[src/rtl/sram_port_arbiter_pkg.sv]
// dlx_mem_pkg: shared encodings for the DLX SRAM port arbiter.
//   SZ_BYTE/SZ_HALF/SZ_WORD : d_size encodings (2'b11 is reserved)
//   arb_state_t              : arbiter state encoding
//   WORD_MASK                : clears the byte offset of an address
//   size_err()               : misalignment / reserved-size check
package dlx_mem_pkg;

  localparam logic [1:0]  SZ_BYTE   = 2'b00;
  localparam logic [1:0]  SZ_HALF   = 2'b01;
  localparam logic [1:0]  SZ_WORD   = 2'b10;
  localparam logic [31:0] WORD_MASK = 32'hFFFF_FFFC;

  typedef enum logic [2:0] {
    ST_IDLE,
    ST_ACC,
    ST_RMW_RD,
    ST_RMW_WR,
    ST_DONE
  } arb_state_t;

  function automatic logic size_err(input logic [1:0] size, input logic [1:0] lo);
    case (size)
      SZ_BYTE: size_err = 1'b0;
      SZ_HALF: size_err = lo[0];
      SZ_WORD: size_err = (lo != 2'b00);
      default: size_err = 1'b1;
    endcase
  endfunction

endpackage

[src/rtl/sram_port_arbiter_lane.sv]
// sram_lane_unit: combinational big-endian lane logic.
//   dout    in  32  word read from SRAM; dout[31:24] is byte 0
//   lo      in  2   byte offset of the access
//   size    in  2   access size
//   sgn     in  1   sign-extend sub-word loads
//   wdata   in  32  right-justified store data
//   ld_data out 32  extracted and extended load result
//   st_word out 32  dout with the addressed lane replaced by wdata
module sram_lane_unit
  import dlx_mem_pkg::*;
(
  input  logic [31:0] dout,
  input  logic [1:0]  lo,
  input  logic [1:0]  size,
  input  logic        sgn,
  input  logic [31:0] wdata,
  output logic [31:0] ld_data,
  output logic [31:0] st_word
);

  logic [7:0]  bsel;
  logic [15:0] hsel;

  always_comb begin
    case (lo)
      2'd0:    bsel = dout[31:24];
      2'd1:    bsel = dout[23:16];
      2'd2:    bsel = dout[15:8];
      default: bsel = dout[7:0];
    endcase
    hsel = lo[1] ? dout[15:0] : dout[31:16];

    case (size)
      SZ_BYTE: ld_data = {{24{sgn & bsel[7]}}, bsel};
      SZ_HALF: ld_data = {{16{sgn & hsel[15]}}, hsel};
      default: ld_data = dout;
    endcase
  end

  always_comb begin
    st_word = dout;
    case (size)
      SZ_BYTE: begin
        case (lo)
          2'd0:    st_word[31:24] = wdata[7:0];
          2'd1:    st_word[23:16] = wdata[7:0];
          2'd2:    st_word[15:8]  = wdata[7:0];
          default: st_word[7:0]   = wdata[7:0];
        endcase
      end
      SZ_HALF: begin
        if (lo[1]) st_word[15:0]  = wdata[15:0];
        else       st_word[31:16] = wdata[15:0];
      end
      default: st_word = wdata;
    endcase
  end

endmodule

[src/rtl/sram_port_arbiter.sv]
// sram_port_arbiter: shares one asynchronous-read SRAM between the DLX
// fetch port (i_*) and the load/store port (d_*). Data has priority; after
// STARVE_LIMIT consecutive data grants with i_req pending, fetch is forced.
//   i_req/i_addr -> i_ack/i_rdata/i_err          fetch port
//   d_req/d_we/d_size/d_signed/d_addr/d_wdata
//                -> d_ack/d_rdata/d_err          data port
//   sram_cs/oe/we/addr/din (registered), sram_dout (async read data)
// sram_dout[31:24] is big-endian byte 0 (bits 0..7 in SRAM numbering).
module sram_port_arbiter
  import dlx_mem_pkg::*;
#(
  parameter int unsigned STARVE_LIMIT = 4,
  parameter int unsigned AW           = 32
) (
  input  logic          clk,
  input  logic          rst_n,
  input  logic          i_req,
  input  logic [AW-1:0] i_addr,
  output logic          i_ack,
  output logic [31:0]   i_rdata,
  output logic          i_err,
  input  logic          d_req,
  input  logic          d_we,
  input  logic [1:0]    d_size,
  input  logic          d_signed,
  input  logic [AW-1:0] d_addr,
  input  logic [31:0]   d_wdata,
  output logic          d_ack,
  output logic [31:0]   d_rdata,
  output logic          d_err,
  output logic          sram_cs,
  output logic          sram_oe,
  output logic          sram_we,
  output logic [31:0]   sram_addr,
  output logic [31:0]   sram_din,
  input  logic [31:0]   sram_dout
);

  localparam int unsigned   CW    = (STARVE_LIMIT < 1) ? 1 : $clog2(STARVE_LIMIT + 1);
  localparam logic [CW-1:0] LIMIT = CW'(STARVE_LIMIT);

  arb_state_t    state, state_nx;
  logic [CW-1:0] starve;

  logic        op_data, op_we, op_sgn, op_err;
  logic [1:0]  op_size, op_lo;
  logic [31:0] op_addr, op_wdata;

  logic        any_req, pick_fetch, sub_store;
  logic        cur_data, cur_we, cur_sgn, cur_err;
  logic [1:0]  cur_size, cur_lo;
  logic [31:0] cur_addr, cur_wdata;
  logic [31:0] ld_data, st_word;

  logic        nx_cs, nx_oe, nx_we, nx_iack, nx_ierr, nx_dack, nx_derr;
  logic [31:0] nx_addr, nx_din, nx_irdata, nx_drdata;

  // In IDLE the "current" operation is the one being granted this cycle;
  // afterwards it is the copy latched at the grant edge.
  always_comb begin
    any_req    = i_req | d_req;
    pick_fetch = i_req & (~d_req | (starve == LIMIT));
    if (state == ST_IDLE) begin
      cur_data = ~pick_fetch;
      if (pick_fetch) begin
        cur_we    = 1'b0;
        cur_size  = SZ_WORD;
        cur_sgn   = 1'b0;
        cur_addr  = 32'(i_addr);
        cur_wdata = '0;
        cur_err   = (i_addr[1:0] != 2'b00);
      end else begin
        cur_we    = d_we;
        cur_size  = d_size;
        cur_sgn   = d_signed;
        cur_addr  = 32'(d_addr);
        cur_wdata = d_wdata;
        cur_err   = size_err(d_size, d_addr[1:0]);
      end
    end else begin
      cur_data  = op_data;
      cur_we    = op_we;
      cur_size  = op_size;
      cur_sgn   = op_sgn;
      cur_addr  = op_addr;
      cur_wdata = op_wdata;
      cur_err   = op_err;
    end
    cur_lo    = cur_addr[1:0];
    sub_store = cur_data & cur_we & (cur_size != SZ_WORD) & ~cur_err;
  end

  sram_lane_unit u_lane (
    .dout    (sram_dout),
    .lo      (cur_lo),
    .size    (cur_size),
    .sgn     (cur_sgn),
    .wdata   (cur_wdata),
    .ld_data (ld_data),
    .st_word (st_word)
  );

  always_ff @(posedge clk or negedge rst_n) begin
    if (!rst_n) begin
      state    <= ST_IDLE;
      starve   <= '0;
      op_data  <= 1'b0;
      op_we    <= 1'b0;
      op_sgn   <= 1'b0;
      op_err   <= 1'b0;
      op_size  <= '0;
      op_lo    <= '0;
      op_addr  <= '0;
      op_wdata <= '0;
      sram_cs  <= 1'b0;
      sram_oe  <= 1'b0;
      sram_we  <= 1'b0;
      sram_addr <= '0;
      sram_din <= '0;
      i_ack    <= 1'b0;
      i_err    <= 1'b0;
      i_rdata  <= '0;
      d_ack    <= 1'b0;
      d_err    <= 1'b0;
      d_rdata  <= '0;
    end else begin
      state <= state_nx;
      if (state == ST_IDLE) begin
        if (!i_req)           starve <= '0;
        else if (!pick_fetch) starve <= starve + 1'b1;
        else                  starve <= '0;
        if (any_req) begin
          op_data  <= cur_data;
          op_we    <= cur_we;
          op_sgn   <= cur_sgn;
          op_err   <= cur_err;
          op_size  <= cur_size;
          op_lo    <= cur_lo;
          op_addr  <= cur_addr;
          op_wdata <= cur_wdata;
        end
      end
      sram_cs   <= nx_cs;
      sram_oe   <= nx_oe;
      sram_we   <= nx_we;
      sram_addr <= nx_addr;
      sram_din  <= nx_din;
      i_ack     <= nx_iack;
      i_err     <= nx_ierr;
      i_rdata   <= nx_irdata;
      d_ack     <= nx_dack;
      d_err     <= nx_derr;
      d_rdata   <= nx_drdata;
    end
  end

  always_comb begin
    state_nx = state;
    case (state)
      ST_IDLE: begin
        if (any_req) begin
          if (cur_err)        state_nx = ST_DONE;
          else if (sub_store) state_nx = ST_RMW_RD;
          else                state_nx = ST_ACC;
        end
      end
      ST_ACC:    state_nx = ST_DONE;
      ST_RMW_RD: state_nx = ST_RMW_WR;
      ST_RMW_WR: state_nx = ST_DONE;
      default:   state_nx = ST_IDLE;
    endcase
  end

  // Outputs are computed for the state being entered and registered, so the
  // SRAM sees clean cs/oe/we for the whole cycle. Captures of read data
  // (load result, RMW old word merged into din) happen on the leaving edge.
  always_comb begin
    nx_cs     = 1'b0;
    nx_oe     = 1'b0;
    nx_we     = 1'b0;
    nx_addr   = '0;
    nx_din    = '0;
    nx_iack   = 1'b0;
    nx_ierr   = 1'b0;
    nx_irdata = '0;
    nx_dack   = 1'b0;
    nx_derr   = 1'b0;
    nx_drdata = '0;
    case (state_nx)
      ST_ACC: begin
        nx_cs   = 1'b1;
        nx_oe   = ~cur_we;
        nx_we   = cur_we;
        nx_addr = cur_addr & WORD_MASK;
        nx_din  = cur_wdata;
      end
      ST_RMW_RD: begin
        nx_cs   = 1'b1;
        nx_oe   = 1'b1;
        nx_addr = cur_addr & WORD_MASK;
      end
      ST_RMW_WR: begin
        nx_cs   = 1'b1;
        nx_we   = 1'b1;
        nx_addr = cur_addr & WORD_MASK;
        nx_din  = st_word;
      end
      ST_DONE: begin
        if (cur_data) begin
          nx_dack = 1'b1;
          nx_derr = cur_err;
          if (state == ST_ACC && !cur_we) nx_drdata = ld_data;
        end else begin
          nx_iack = 1'b1;
          nx_ierr = cur_err;
          if (state == ST_ACC) nx_irdata = sram_dout;
        end
      end
      default: ;
    endcase
  end

endmodule

[config.mk]
export PLATFORM = sky130hd
export DESIGN_NAME = sram_port_arbiter
export DESIGN_NICKNAME = d
export VERILOG_FILES = /design/src/rtl/sram_port_arbiter_pkg.sv /design/src/rtl/sram_port_arbiter_lane.sv /design/src/rtl/sram_port_arbiter.sv
export SDC_FILE = /design/constraint.sdc
export NUM_CORES = 1
export LEC_CHECK = 0
export ABC_AREA = 1
export CAP_MARGIN = 5
export CORE_MARGIN = 5
export CORE_UTILIZATION = 29
export DETAILED_ROUTE_END_ITERATION = 8
export GPL_ROUTABILITY_DRIVEN = 0
export GPL_TIMING_DRIVEN = 1
export PLACE_DENSITY = 0.58
export SLEW_MARGIN = 20
export SYNTH_ARGS = -nofsm -noshare
export SYNTH_HDL_FRONTEND = slang
export SYNTH_SLANG_ARGS = --single-unit
[constraint.sdc]
create_clock -name clk -period 3.35 [get_ports clk]
set_input_delay 0.335 -clock clk [delete_from_list [all_inputs] [get_ports clk]]
set_output_delay 0.335 -clock clk [all_outputs]
set_load 0.02 [all_outputs]
Yosys cells after proc, flatten, opt, wreduce, memory -nomap -nowiden
Index checks and enable logic that the tools add are counted.
- bits in registers: 211
- output and inout port bits: 135
- logic and storage cells: 108
- eq/ne operators: 14
- bitwise operators: 12
- muxes and demuxes: 49
- add/subtract/negate cells: 1
- reduce and logical (&&, ||, !) cells: 12
- operators by type and width (operator ; number):
    32-bit 2-to-1 mux ; 11
    32-bit one-hot mux with 2 select lines ; 3
    16-bit 2-to-1 mux ; 3
    8-bit 2-to-1 mux ; 4
    8-bit one-hot mux with 3 select lines ; 1
    1-bit 2-to-1 mux ; 16
    3-bit by 2-bit == test with 1-bit output, second input constant ; 4
    3-bit 2-to-1 mux ; 4
    3-bit one-hot mux with 3 select lines ; 1
    1-bit bitwise AND ; 6
    2-bit by 1-bit == test with 1-bit output, second input constant ; 3
    3-bit by 1-bit == test with 1-bit output, second input constant ; 2
    3-bit == test, second input constant ; 2
    2-bit zero test ; 3
    2-bit 2-to-1 mux ; 3
    3-bit OR reduction ; 2
    2-bit == test, second input constant ; 2
    1-bit NOT ; 4
    1-bit one-hot mux with 2 select lines ; 2
    2-bit nonzero test ; 2
    3-bit by 1-bit adder with 3-bit output, second input constant ; 1
    3-bit zero test ; 1
    1-bit one-hot mux with 3 select lines ; 1
    2-bit inequality test, second input constant ; 1
    other kinds (5) ; 6

Longest topological paths before layout
- word-level depth: 15
- mapped depth: 16
- gate-level depth less buffers: 15

Hierarchy
From an unflattened synthesis, not the netlist that was laid out.
- cells, all modules: 1343
- area, all modules: 10661.5 sq um
- by module, submodules not included (module ; area an instance (sq um) ; times used ; cells an instance):
    sram_port_arbiter ; 8943.6 ; 1 ; 985
    sram_lane_unit ; 1717.9 ; 1 ; 358

Worst setup path after synthesis
No wires, ideal clock.
- path type: reg-to-reg
- start: reg starve[0]
- end: reg d_rdata[21]
- cell stages (with the launch flop): 14
- data required time: 3.228 ns
- slack: 1.259 ns
- arrival time: 1.969 ns
- cells stage by stage: dfrtp_1 inv_1 ha_1 nand2_1 nand2_2 nand2_4 nand2_4 o21ai_4 inv_2 clkbuf_1 or2_2 nand2_2 buf_6 nor2_2
- cells in the longest elaborated chain, start to end: 14
- elaborated cells on any way between the ends: 40
- classes of those cells: eq/ne: 6; mux: 21; bitwise: 9; reduce/logical: 4
- RTL lines (item ; line ; source):
    start, declared ; sram_port_arbiter.sv:43 ; logic [CW-1:0] starve;
    start signal, assigned ; sram_port_arbiter.sv:130 ; else if (!pick_fetch) starve <= starve + 1'b1;
    3-bit == test * ; sram_port_arbiter.sv:62 ; pick_fetch = i_req & (~d_req | (starve == LIMIT));
    1-bit bitwise OR * ; sram_port_arbiter.sv:62 ;
    1-bit bitwise AND * ; sram_port_arbiter.sv:62 ;
    2-bit 2-to-1 mux, or another cell as far along ; sram_port_arbiter.sv:65 ; if (pick_fetch) begin
    2-bit 2-to-1 mux or 1-bit 2-to-1 mux (tied branches) ; sram_port_arbiter.sv:63 ; if (state == ST_IDLE) begin
    2-bit inequality test or 1-bit bitwise AND (tied branches) ; sram_port_arbiter.sv:90 ; sub_store = cur_data & cur_we & (cur_size != SZ_WORD) & ~cur_err;
    1-bit bitwise AND (2 in a row) ; sram_port_arbiter.sv:90 ;
    2-bit 2-to-1 mux ; sram_port_arbiter.sv:163 ; else if (sub_store) state_nx = ST_RMW_RD;
    3-bit 2-to-1 mux ; sram_port_arbiter.sv:162 ; if (cur_err) state_nx = ST_DONE;
    3-bit 2-to-1 mux ; sram_port_arbiter.sv:161 ; if (any_req) begin
    3-bit one-hot mux with 3 select lines ; sram_port_arbiter.sv:159 ; case (state)
    3-bit == test ; sram_port_arbiter.sv:189 ; case (state_nx)
    32-bit 2-to-1 mux * ; sram_port_arbiter.sv:189 ;
    named net nx_drdata[21] ; sram_port_arbiter.sv:56 ; logic [31:0] nx_addr, nx_din, nx_irdata, nx_drdata;
    end signal, assigned ; sram_port_arbiter.sv:153 ; d_rdata <= nx_drdata;
    end, declared ; sram_port_arbiter.sv:29 ; output logic [31:0] d_rdata,
Mark *: on every way through the listed nets, which the timed path passes. The rest lies on a longest branch.
A chain may end at the register's enable or synchronous reset.

Worst setup path after layout
- start: reg starve[0]
- end: reg d_rdata[19]
The elaborated chain is that of the path after synthesis.

==> summary.md <==
| Metric | Value |
|---|---|
| Fraction of final layout cells sized beyond drive strength 1 | `7.76%` |
| Final hold violations | `0` |
| Seq/Total Area, Yosys | `51.3%` |
| Hold WC Path Type | `input pin to asynchronous set/reset pin` |
| Max-cap violations | `0` |
| DR vias/cell | `4.76` |
| CTS clk-pin slew, worst paths | `0.06 ns` |
| Area delta synth->final | `39.5%` |
| Crit path DAT | `3.40 ns` |
| Hold Slack | `0.398 ns` |
| Cells after synthesis | `1266` |
| H-tree depth | `1` |
| Outcome | `complete, no violations` |
| Crit-path max FO | `44` |
| Main flop type after synthesis | `dfrtp_1` |
| Initial antenna violation count | `7` |
| Clk sinks | `209` |
| Synth area leaders | `dfrtp_1 51%, nand2_1 13%, o21ai_0 6.8%` |
| Depth of the most critical reg-to-reg path | `13` |
| Site row count | `68` |
| First-pass GRT wire length | `54.5 mm` |
| RSZ-0062 raised after global routing | `false` |
| P per Cell Area | `978 mW/mm²` |
| Detailed Place HPWL | `26.3 mm` |
| Syn Area/Cell | `8.05 µm²` |
| FMAX | `331 MHz` |
| Die area | `0.0390 mm²` |
| Post-Syn Area | `0.0102 mm²` |
| Ys Warns | `0` |
| Synth cell types | `39` |
| Post-CTS Resized | `0` |
| Root Driver | `clkbuf_16` |
| Largest net degree at the start of global routing | `88` |
| CTS Buf Count | `25` |
| Final #Nets | `1653` |
| Worst Setup End Kind | `register` |
| Relative slew slack | `31.9%` |
| Crit path from | `starve[0]` |
| Synth top area share | `51.3%` |
| Routed wire per std cell | `17.8 µm` |
| Startpoint types | `register` |
| Area of the multi-input gates | `0.00408 mm²` |
| Final WL | `35.5 mm` |
| Largest area contributor in the netlist | `dfrtp_1` |
| R2R Path End | `d_rdata[19]` |
| Fin Setup TNS | `0 ns` |
| Setup Skew | `0.00832 ns` |
| Fill cell total of the finished layout | `3472` |
| Most frequent cell after synthesis | `nand2_1` |
| Routed via count | `9473` |
| Worst slew pin tran | `1.01 ns` |
| Leakage | `6.73 nW` |
| Finished Layout Cells | `1990` |
| Post-synth ARST share | `100%` |
| # IOs | `271` |
| Post-synth EDFFs | `0` |
| Final Cycle Share | `90.2%` |
| Flop-to-flop setup slack | `0.33 ns` |
| Antenna-violating nets left | `0` |
| Crit Path Category | `register to register` |
| Reg2reg start | `starve[0]` |
| Crit path required time | `3.73 ns` |
| Die X | `197 µm` |
| Synth Register Bits | `209` |
| Vias in the first global route | `9403` |
| Clock tree buffer depth | `3` |
| Core Area | `0.0346 mm²` |
| Initial DRC count | `628` |
| Setup violators final | `0` |
| Initial Util | `29.4%` |
| DR DRC count | `0` |
| Placed insts | `1942` |
| Clock Latency Late Sink | `0.52 ns` |
| DIE HEIGHT | `197 µm` |
| CTS tree | `built` |
| Port Buffer Count | `268` |
| Grt ovf | `0` |
| Storage cell area | `0.00523 mm²` |
| Worst VDD drop | `0.641 mV` |
| Final max-slew violation count | `0` |
| GR Util All Layers | `17.7%` |
| TritonRoute pass-1 iters | `7` |
| Synth cell count leaders | `359 x nand2_1, 209 x dfrtp_1, 138 x o21ai_0` |
| Final min period | `3.02 ns` |
[sequential cells by signal, summed over array words and instances, names as in the netlist, 2 cells and up]
name,count
op_addr,32
starve,3
op_wdata,32
sram_addr,30
op_size,2
d_rdata,32
sram_din,32
state,3
i_rdata,32
[power breakdown]
part	internal, mW	switching (mW)	total (mW)	leakage (nW)
Clock	1.69	1.06	2.75	0.410
Sequential	3.33	0.328	3.65	2.82
Combinational	2.45	5.05	7.49	3.51
[placed cells by master, fill, tap and decap left out, types with 17 or more instances in the layout]
cell / synthesis / final
nand4_1: 25 / 25
clkdlybuf4s50_1: 0 / 267
o22ai_1: 17 / 17
nand2_1: 359 / 359
a21boi_0: 19 / 19
a22oi_1: 30 / 30
dfrtp_1: 209 / 209
o21ai_0: 138 / 138
clkbuf_16: 0 / 25
inv_1: 135 / 134
nand3_1: 121 / 121
buf_4: 5 / 28
a21oi_1: 17 / 17
nor2_1: 36 / 35
[layout make-up]
class | instances | share of cell area [%]
clock inverter | 12 | 1.03
multi-input combinational | 837 | 28.7
timing repair buffer | 299 | 20.7
tap | 455 | 4.00
clock buffer | 34 | 4.92
inverter | 143 | 3.79
antenna | 1 | 0.0176
sequential | 209 | 36.8
[through the flow]
stage / area, µm² / utilization, % / power (mW) / worst slack [ns]
6_report: 14200 / 41.1 / 13.9 / 0.330
5_1_grt: 14200 / 41.1 / 15.0 / 0.0490
4_1_cts: 14200 / 41.1 / 14.0 / 0.347
3_5_place_dp: 13400 / 38.6 / 11.2 / 0.152
3_3_place_gp: 13400 / 38.6 / 11.1 / 0.237
2_1_floorplan: 10200 / - / 8.40 / 1.26
[logic make-up after synthesis]
| group | synth area share, % |
|---|---|
| flip-flops | 51.3 |
| AND/OR/NAND/NOR | 24.8 |
| AO/OA/AOI/OAI | 14.8 |
| buffers and inverters | 8.79 |
| adder cells (fa/ha/maj) | 0.245 |
| XOR/XNOR | 0.0859 |
| other | 0.0368 |
[worst max-delay path by stage]
stage | end | cells after the start | slack [ns]
floorplan | d_rdata[21] | 13 | 1.26
global placement | d_rdata[18] | 10 | 0.24
detailed placement | d_rdata[19] | 10 | 0.15
CTS | d_rdata[19] | 13 | 0.35
global route | d_rdata[19] | 13 | 0.05
finish | d_rdata[19] | 13 | 0.33
[worst max-delay path: stages (launching register included)]
cell	delay (ns)
dfrtp_1	0.38
inv_1	0.06
ha_1	0.18
nand2_1	0.07
nand2_2	0.10
nand2_4	0.13
nand2_4	0.07
o21ai_4	0.34
buf_4	0.45
nand2_1	0.39
nand2_1	0.21
nand2_2	0.08
nand2_2	0.32
nor2_1	0.09
[layer usage]
| metal | vias up | global-route usage, % | routed length (µm) |
|---|---|---|---|
| met3 | 74 | 5.39 | 3560 |
| met4 | 12 | 4.67 | 922 |
| met2 | 383 | 28.1 | 16000 |
| met5 | - | 0 | 76 |
| met1 | 4396 | 23.5 | 15000 |
| li1 | 4608 | - | - |
[repair_timing]
item,CTS,global route
hold buffers,1,0
endpoints found under the hold margin,84,0
buffers inserted,0,0
No activity file was read; power rests on OpenSTA's default activity.
